$ cat src/rtl/cpu_pkg.sv
// Shared CPU front-end types and default parameters.
package cpu_pkg;

    localparam int unsigned XLEN_DEFAULT     = 32;
    localparam int unsigned STEP_DEFAULT     = 4;
    localparam logic [31:0] RESET_PC_DEFAULT = 32'h0000_0000;

    typedef enum logic [1:0] {
        StBoot,
        StRun,
        StHoldRedir
    } pc_state_e;

endpackage

$ cat src/rtl/pc_inc.sv
// Sequential PC incrementer: pc + STEP, wrapping modulo 2^XLEN.
module pc_inc #(
    parameter int unsigned XLEN = cpu_pkg::XLEN_DEFAULT,
    parameter int unsigned STEP = cpu_pkg::STEP_DEFAULT
) (
    input  logic [XLEN-1:0] pc_i,
    output logic [XLEN-1:0] pc_inc_o
);

    assign pc_inc_o = pc_i + XLEN'(STEP);

endmodule

$ cat src/rtl/pc_gen.sv
// Fetch PC generator: boot, sequential advance, stall hold and redirects that
// may be parked while stalled.
module pc_gen
    import cpu_pkg::*;
#(
    parameter int unsigned     XLEN     = XLEN_DEFAULT,
    parameter int unsigned     STEP     = STEP_DEFAULT,
    parameter logic [XLEN-1:0] RESET_PC = XLEN'(RESET_PC_DEFAULT)
) (
    input  logic            clk_i,
    input  logic            rstn_i,
    input  logic            stall_i,
    input  logic            redirect_valid_i,
    input  logic [XLEN-1:0] redirect_target_i,
    output logic [XLEN-1:0] pc_o,
    output logic [XLEN-1:0] pc_next_seq_o,
    output logic            fetch_valid_o,
    output logic            redirect_pending_o,
    output logic            misalign_o
);

    localparam logic [XLEN-1:0] LowMask = XLEN'(STEP - 1);

    pc_state_e       state_q, state_d;
    logic [XLEN-1:0] pc_q, pc_d;
    logic [XLEN-1:0] tgt_q, tgt_d;
    logic            fetch_valid_q;
    logic            pending_q;
    logic            misalign_q, misalign_d;

    logic [XLEN-1:0] pc_seq;
    logic [XLEN-1:0] tgt_aligned;
    logic            tgt_low_nz;

    pc_inc #(
        .XLEN (XLEN),
        .STEP (STEP)
    ) u_pc_inc (
        .pc_i     (pc_q),
        .pc_inc_o (pc_seq)
    );

    // With STEP = 1 the mask is zero, so nothing is cleared and nothing flags.
    assign tgt_aligned = redirect_target_i & ~LowMask;
    assign tgt_low_nz  = |(redirect_target_i & LowMask);

    always_comb begin
        state_d    = state_q;
        pc_d       = pc_q;
        tgt_d      = tgt_q;
        misalign_d = 1'b0;
        unique case (state_q)
            StBoot: begin
                state_d = StRun;
            end
            StRun: begin
                if (stall_i) begin
                    if (redirect_valid_i) begin
                        tgt_d      = tgt_aligned;
                        misalign_d = tgt_low_nz;
                        state_d    = StHoldRedir;
                    end
                end else if (redirect_valid_i) begin
                    pc_d       = tgt_aligned;
                    misalign_d = tgt_low_nz;
                end else begin
                    pc_d = pc_seq;
                end
            end
            StHoldRedir: begin
                if (stall_i) begin
                    if (redirect_valid_i) begin
                        tgt_d      = tgt_aligned;
                        misalign_d = tgt_low_nz;
                    end
                end else begin
                    state_d = StRun;
                    tgt_d   = '0;
                    if (redirect_valid_i) begin
                        pc_d       = tgt_aligned;
                        misalign_d = tgt_low_nz;
                    end else begin
                        pc_d = tgt_q;
                    end
                end
            end
            default: begin
                state_d = StBoot;
            end
        endcase
    end

    always_ff @(posedge clk_i or negedge rstn_i) begin
        if (!rstn_i) begin
            state_q       <= StBoot;
            pc_q          <= RESET_PC;
            tgt_q         <= '0;
            fetch_valid_q <= 1'b0;
            pending_q     <= 1'b0;
            misalign_q    <= 1'b0;
        end else begin
            state_q       <= state_d;
            pc_q          <= pc_d;
            tgt_q         <= tgt_d;
            fetch_valid_q <= (state_d != StBoot);
            pending_q     <= (state_d == StHoldRedir);
            misalign_q    <= misalign_d;
        end
    end

    assign pc_o               = pc_q;
    assign pc_next_seq_o      = pc_seq;
    assign fetch_valid_o      = fetch_valid_q;
    assign redirect_pending_o = pending_q;
    assign misalign_o         = misalign_q;

endmodule

$ cat config.mk
export PLATFORM = sky130hd
export DESIGN_NAME = pc_gen
export DESIGN_NICKNAME = d
export VERILOG_FILES = /design/src/rtl/cpu_pkg.sv /design/src/rtl/pc_inc.sv /design/src/rtl/pc_gen.sv
export SDC_FILE = /design/constraint.sdc
export NUM_CORES = 1
export LEC_CHECK = 0
export BUFFER_PORTS_ARGS = -buffer_cell sky130_fd_sc_hd__buf_2
export CORE_MARGIN = 2
export CORE_UTILIZATION = 35
export DETAILED_ROUTE_END_ITERATION = 10
export HOLD_SLACK_MARGIN = 0.05
export PLACE_DENSITY = 0.56
export SLEW_MARGIN = 20
export SYNTH_ARGS = -nofsm -noshare
export SYNTH_HDL_FRONTEND = slang
export SYNTH_SLANG_ARGS = --single-unit
$ cat constraint.sdc
create_clock -name clk_i -period 4.91 [get_ports clk_i]
set_clock_uncertainty 0.2 [all_clocks]
set_input_delay 0.2455 -clock clk_i [delete_from_list [all_inputs] [get_ports clk_i]]
set_output_delay 0.2455 -clock clk_i [all_outputs]
set_load 0.005 [all_outputs]
==> results_dict.tcl, run 1 <==
set metrics [dict create \
    dieWidth_um 110.9 \
    vias 3696 \
    crit_arrival_ns 2.53 \
    grt-ovfl-total 0 \
    wire_per_inst_um 17.94 \
    min_to "tgt_q[14]$_DFFE_PN0P_" \
    cp-end-kind "output pin" \
    cts_root_buf "clkbuf_16" \
    ant_nets 0 \
    synth_edf_count 0 \
    nets 574 \
    fin_util 0.4522 \
    synth_most_common_cell "dfrtp_1" \
    clk_latency_ns 0.33 \
    grtUsageTotal 0.1995 \
    wl_met1_um 5607 \
    cts_sinks 69 \
    cts_max_level 3 \
    leakage_nw 2.323 \
    final.setup.tns_ns 0 \
    fmax_mhz 336.2 \
    vdd_drop_max_mv 0.2724 \
    cp-start-kind "register" \
    hold_path_class "in2reg" \
    final-hold-violation-count 0 \
    synth_top_flop_cell "dfrtp_1" \
    ys_ff_latch 69 \
    outcome "finished, final reports clean" \
    start_util 0.3549 \
    drc 0 \
    first_iter_violations 236 \
    place.gp.congestion 0.8204 \
    rsz0062_at_grt "no" \
    hold_start "redirect_target_i[14]" \
    worst-path-max-fanout 8 \
    syn_nets 468 \
    r2r_cells 7 \
    synth.distinct_cells 59 \
    synth_area_per_cell_um2 9.390 \
    ys_async_sr_fraction 1.000 \
    antenna_cells 0 \
    yosysTopAreaCell "dfrtp_1" \
    netlist_instances 426 \
    dr_wl_met2_um 5729 \
    path_class "reg2out" \
    post-cts-setup-buffers 0 \
    grt_pass1_vias 3592 \
    grt_pass1_wl_um 19490 \
    drive_gt1_frac 0.2561 \
    route.met3.wl_um 618 \
    place_hpwl_um 8405 \
    netlist_area_um2 4000 \
    worst_pin_slew_ns 0.9101 \
    drtPass1Iterations 4 \
    required_ns 4.46 \
    yosysTopAreaCellShare 0.4317 \
    fp.coreArea_um2 11270 \
    top_layer "met4" \
    cts_tree "done" \
    whs_ns 0.05312 \
    via_per_inst 5.451 \
    yosysSeqAreaShare 0.4317 \
    cts_max_path_buffers 2 \
    cts_resized 0 \
    r2r_start "state_q[0]$_DFF_PN0_" \
    grt_max_degree 70 \
    wl_um 12160 \
    r2r-end "pc_o[18]$_DFFE_PN0P_" \
    path_clk_slew_ns 0.06 \
    period_share 0.6058 \
    slew_violations 0 \
    max_slew_margin 0.3933 \
    synth.area.top_cells "dfrtp_1 (43%), a22o_1 (5.0%), o21ai_0 (4.6%)" \
    die_y_um 110.9 \
    period_minus_slack_ns 2.974 \
    n_fill_cell 1108 \
    holdPathStages 3 \
    synthToLayoutAreaGrowth_pct 27.43 \
    antenna_found_initial 0 \
    numCtsBuffers 9 \
    powerDensity_nw_per_um2 589.4 \
    final-setup-viol-count 0 \
    stdcell_count 678 \
    ys_top_cells_by_count "dfrtp_1 (69), nand2_1 (38), o21ai_0 (37)" \
    io_buffer_count 102 \
    place_inst 644 \
    cap_violations 0 \
    reg2reg_slack_ns 2.05 \
    num_rows 39 \
    synth_warnings 0 \
    dieArea_um2 12300 \
    io_pins 103 \
]
-- through the flow --
stage                     power (mW)  instance area [um^2]  setup WS, ns
final                          3.004                  5097         1.936
after global routing           3.233                  5097         1.715
after CTS                      3.012                  5091         1.911
after detailed placement       2.327                  4591         1.989
after global placement         2.293                  4591         2.128
after floorplan                1.834                  4000         2.732
-- cell type report --
type,instances,area (um^2),area share
Timing Repair Buffer,126,740.7,0.1453
Sequential cell,69,1727,0.3387
Multi-Input combinational cell,317,2117,0.4153
Clock inverter,1,30.03,0.005891
Clock buffer,13,270.3,0.05302
Inverter,9,33.78,0.006627
Tap cell,143,178.9,0.03510
-- metal layers --
metal  track usage  vias to the layer above
li1              -                     1780
met1        0.2792                     1783
met2        0.3104                      119
met3       0.04429                       14
met4       0.05917                        0
met5             0                        -
-- worst max-delay path by stage --
stage                          from                    end  slack, ns  depth (start not counted)
5_1_grt         pc_o[2]$_DFFE_PN0P_      pc_next_seq_o[28]       1.71                          6
3_5_place_dp   state_q[0]$_DFF_PN0_  tgt_q[22]$_DFFE_PN0P_       1.99                          5
6_report        pc_o[2]$_DFFE_PN0P_      pc_next_seq_o[26]       1.94                          6
2_1_floorplan  state_q[0]$_DFF_PN0_   pc_o[29]$_DFFE_PN0P_       2.73                         10
4_1_cts         pc_o[2]$_DFFE_PN0P_      pc_next_seq_o[26]       1.91                          6
3_3_place_gp   state_q[0]$_DFF_PN0_  tgt_q[27]$_DFFE_PN0P_       2.13                          5
-- cell usage in the layout, fill, tap and decap left out, types with 4 or more instances in the layout --
| master | n |
|---|---|
| a31oi_1 | 4 |
| a21oi_1 | 24 |
| nand4_1 | 7 |
| inv_1 | 8 |
| ha_1 | 6 |
| xnor2_1 | 19 |
| dfrtp_1 | 69 |
| mux2i_1 | 9 |
| o22ai_1 | 10 |
| nor3_1 | 10 |
| buf_4 | 4 |
| nor2b_1 | 6 |
| a221o_1 | 4 |
| nand2_1 | 38 |
| a2bb2oi_1 | 6 |
| buf_2 | 102 |
| dlygate4sd3_1 | 20 |
| nand2b_1 | 4 |
| xor2_1 | 9 |
| a22o_1 | 23 |
| clkbuf_16 | 9 |
| o21ai_0 | 37 |
| nand3_1 | 15 |
| mux2_2 | 5 |
| nor2_1 | 24 |
| nor4_1 | 4 |
-- flip-flops by register name (all words and copies together) (netlist names) --
| register | count |
|---|---|
| fetch_valid_o | 1 |
| misalign_o | 1 |
| redirect_pending_o | 1 |
| state_q | 2 |
| tgt_q | 32 |
| pc_o | 32 |
-- cell families (layout without fill, tap and decap cells) --
kind of cell    after synthesis  count (layout)  share of synthesized area
simple gates                135             135                     0.1846
compound gates              134             134                     0.2258
flops                        69              69                     0.4317
buf+inv                      40             149                    0.04129
xor+xnor                     28              28                    0.06131
mux                          14              14                    0.03660
fa+ha+maj                     6               6                    0.01877
-- worst max-delay path, cell delays in order, from the launching register on --
cell,delay [ns]
dfrtp_1,0.45
ha_1,0.28
nand3_2,0.22
nor2_1,0.59
and4b_1,0.37
xor2_1,0.16
buf_2,0.13
-- report_power, final --
part           total, mW  leakage [nW]  internal [mW]  switching, mW
logic               1.25          1.32          0.570          0.678
clock network      0.662         0.148          0.429          0.232
registers           1.09         0.858          0.799          0.296
total               3.00          2.32           1.80           1.21
-- repair_timing --
item                                   CTS  global route
setup endpoints to repair                0             0
endpoints found under the hold margin   88             0
hold buffers                            20             0
(Power assumes the default switching activity.)
==> inputs of run 2 (changes only) <==
ABC_AREA = 1   (was not set)
PLACE_DENSITY = 0.57   (was 0.56)
clock period = 2.5 ns   (was 4.91 ns; I/O delays follow)
==> run 2 against run 1 <==
Via count rose by 13%. Register-to-register slack got worse by 1.7 ns. First-iteration DRC count rose by 42%. Hold slack better by 0.011 ns. Clock power rose by 110%. Largest cell class unchanged. Non-clock buffer count rose by 20. Cell area grew 8.2%. Final cell count up 26%. Synthesized cell count increased by 35%.
==> results_dict.tcl, run 2 <==
set metrics [dict create \
    die_y_um 113.4 \
    place_inst 803 \
    r2r_cells 9 \
    required_ns 2.17 \
    synth_warnings 0 \
    powerDensity_nw_per_um2 1099 \
    syn_nets 616 \
    place.gp.congestion 0.8731 \
    netlist_area_um2 4189 \
    via_per_inst 4.909 \
    path_class "reg2out" \
    ant_nets 0 \
    yosysSeqAreaShare 0.4122 \
    grt_pass1_vias 3894 \
    vdd_drop_max_mv 0.5623 \
    clk_latency_ns 0.33 \
    first_iter_violations 335 \
    io_pins 103 \
    vias 4187 \
    hold_path_class "in2reg" \
    synth_top_flop_cell "dfrtp_1" \
    crit_arrival_ns 1.94 \
    dieArea_um2 12860 \
    fin_util 0.4771 \
    path_clk_slew_ns 0.05 \
    fmax_mhz 441.2 \
    dieWidth_um 113.4 \
    nets 747 \
    final_common_cell "nand2_1" \
    place_hpwl_um 9062 \
    hold_buffers 34 \
    holdPathStages 3 \
    total_power_mw 6.066 \
    final-hold-violation-count 0 \
    max_slew_margin 0.7347 \
    ys_ff_latch 69 \
    reg2reg_slack_ns 0.39 \
    cap_violations 0 \
    io_buffer_count 102 \
    netlist_instances 574 \
    stdcell_count 853 \
    synth_area_per_cell_um2 7.298 \
    cts_max_level 3 \
    grt_pass1_wl_um 19980 \
    grtUsageTotal 0.1985 \
    yosysTopAreaCellShare 0.4122 \
    wire_per_inst_um 14.68 \
    cp-start-kind "register" \
    start_util 0.3622 \
    synth_edf_count 0 \
    final-setup-viol-count 0 \
    drive_gt1_frac 0.2211 \
    grt_max_degree 70 \
    wl_um 12520 \
    synth.distinct_cells 33 \
    synth.area.top_cells "dfrtp_1 (41%), nand2_1 (15%), o21ai_0 (9.1%)" \
    hold_start "redirect_valid_i" \
    outcome "finished, final reports clean" \
    period_minus_slack_ns 2.266 \
    synthToLayoutAreaGrowth_pct 31.72 \
    period_share 0.9066 \
    num_rows 39 \
    rsz0062_at_grt "no" \
    leakage_nw 2.734 \
    r2r_start "state_q[0]$_DFF_PN0_" \
    antenna_found_initial 0 \
    r2r-end "pc_o[25]$_DFFE_PN0P_" \
    ys_top_cells_by_count "nand2_1 (170), o21ai_0 (76), dfrtp_1 (69)" \
    post-cts-setup-buffers 0 \
    min_to "tgt_q[30]$_DFFE_PN0P_" \
    slew_violations 0 \
    cp-end-kind "output pin" \
    worst_pin_slew_ns 0.3979 \
    final_cell_mix "nand2_1 (170), buf_2 (102), o21ai_0 (76)" \
    grt-ovfl-total 0 \
    cts_sinks 69 \
    drc 0 \
    cts_max_path_buffers 2 \
    drtPass1Iterations 5 \
    numCtsBuffers 9 \
    cts_tree "done" \
    ys_async_sr_fraction 1.000 \
    cts_resized 0 \
    yosysTopAreaCell "dfrtp_1" \
    final.setup.tns_ns 0 \
    fp.coreArea_um2 11560 \
    antenna_cells 0 \
    synth_most_common_cell "nand2_1" \
    cts_root_buf "clkbuf_16" \
    worst-path-max-fanout 5 \
]
run 2: cell types whose count changed in the layout (fill, tap and decap cells not counted), moves of 8 or more:
cell / previous run / this run
nor2_1: 24 / 55
mux2i_1: 9 / 1
o21ai_0: 37 / 76
nor3_1: 10 / 0
a22o_1: 23 / 0
xnor2_1: 19 / 0
nand2_1: 38 / 170
nor2_4: 0 / 10
inv_1: 8 / 64
dlygate4sd3_1: 20 / 34
run 2: cell type report:
cell class	count	area, um^2
multi-input cells	413	2092
clock inverters	5	81.33
fillers	1139	6047
well taps	143	178.9
clock buffers	11	252.7
repair buffers	146	938.4
flip-flops and latches	69	1727
inverters	66	247.7
run 2: cells by family (layout without fill, tap and decap cells):
family | count (synthesis) | count (layout) | share of synthesized area
buffers and inverters | 92 | 228 | 0.08901
flip-flops | 69 | 69 | 0.4122
multiplexers | 1 | 1 | 0.002390
XOR/XNOR | 15 | 15 | 0.03853
AND/OR/NAND/NOR | 264 | 264 | 0.2742
adder cells (fa/ha/maj) | 6 | 6 | 0.01792
AO/OA/AOI/OAI | 127 | 127 | 0.1658
run 2: worst max-delay path: stages, from the launching register on:
cell and delay (ns):
dfrtp_1 0.40, ha_1 0.21, nand2_1 0.10, nor2_4 0.18, nand2_4 0.12, nor2_4 0.18, xor2_1 0.26, buf_2 0.16
run 2: layer usage:
layer  share of wire  vias to the layer above  track usage
met5               0                        -            0
met4           0.015                        0      0.06829
met3           0.052                       13      0.02763
met2            0.45                      141       0.3094
met1            0.48                     1945       0.2848
li1                -                     2088            -
run 2: per-stage QoR:
step / hold slack (ns) / instance area (um^2) / setup slack, ns
finish: 0.06370 / 5518 / 0.2335
floorplan: -0.3706 / 4189 / 0.6899
CTS: 0.05861 / 5518 / 0.1933
global route: 0.1005 / 5518 / 0.08654
global placement: -0.004189 / 4843 / 0.4943
detailed placement: -0.01183 / 4843 / 0.3921
run 2: worst max path at each step:
stage,startpoint,endpoint,cells after the start
after floorplan,state_q[0]$_DFF_PN0_,tgt_q[30]$_DFFE_PN0P_,10
after global placement,state_q[0]$_DFF_PN0_,pc_o[19]$_DFFE_PN0P_,9
after detailed placement,state_q[0]$_DFF_PN0_,pc_o[25]$_DFFE_PN0P_,9
after CTS,pc_o[3]$_DFFE_PN0P_,pc_next_seq_o[18],7
after global routing,pc_o[3]$_DFFE_PN0P_,pc_next_seq_o[18],7
final,pc_o[3]$_DFFE_PN0P_,pc_next_seq_o[18],7
run 2: power by group:
group          internal, mW  switching [mW]  total (mW)
clock network         0.929           0.483        1.41
logic                  1.07            1.60        2.67
registers              1.55           0.437        1.98
total                  3.54            2.52        6.07
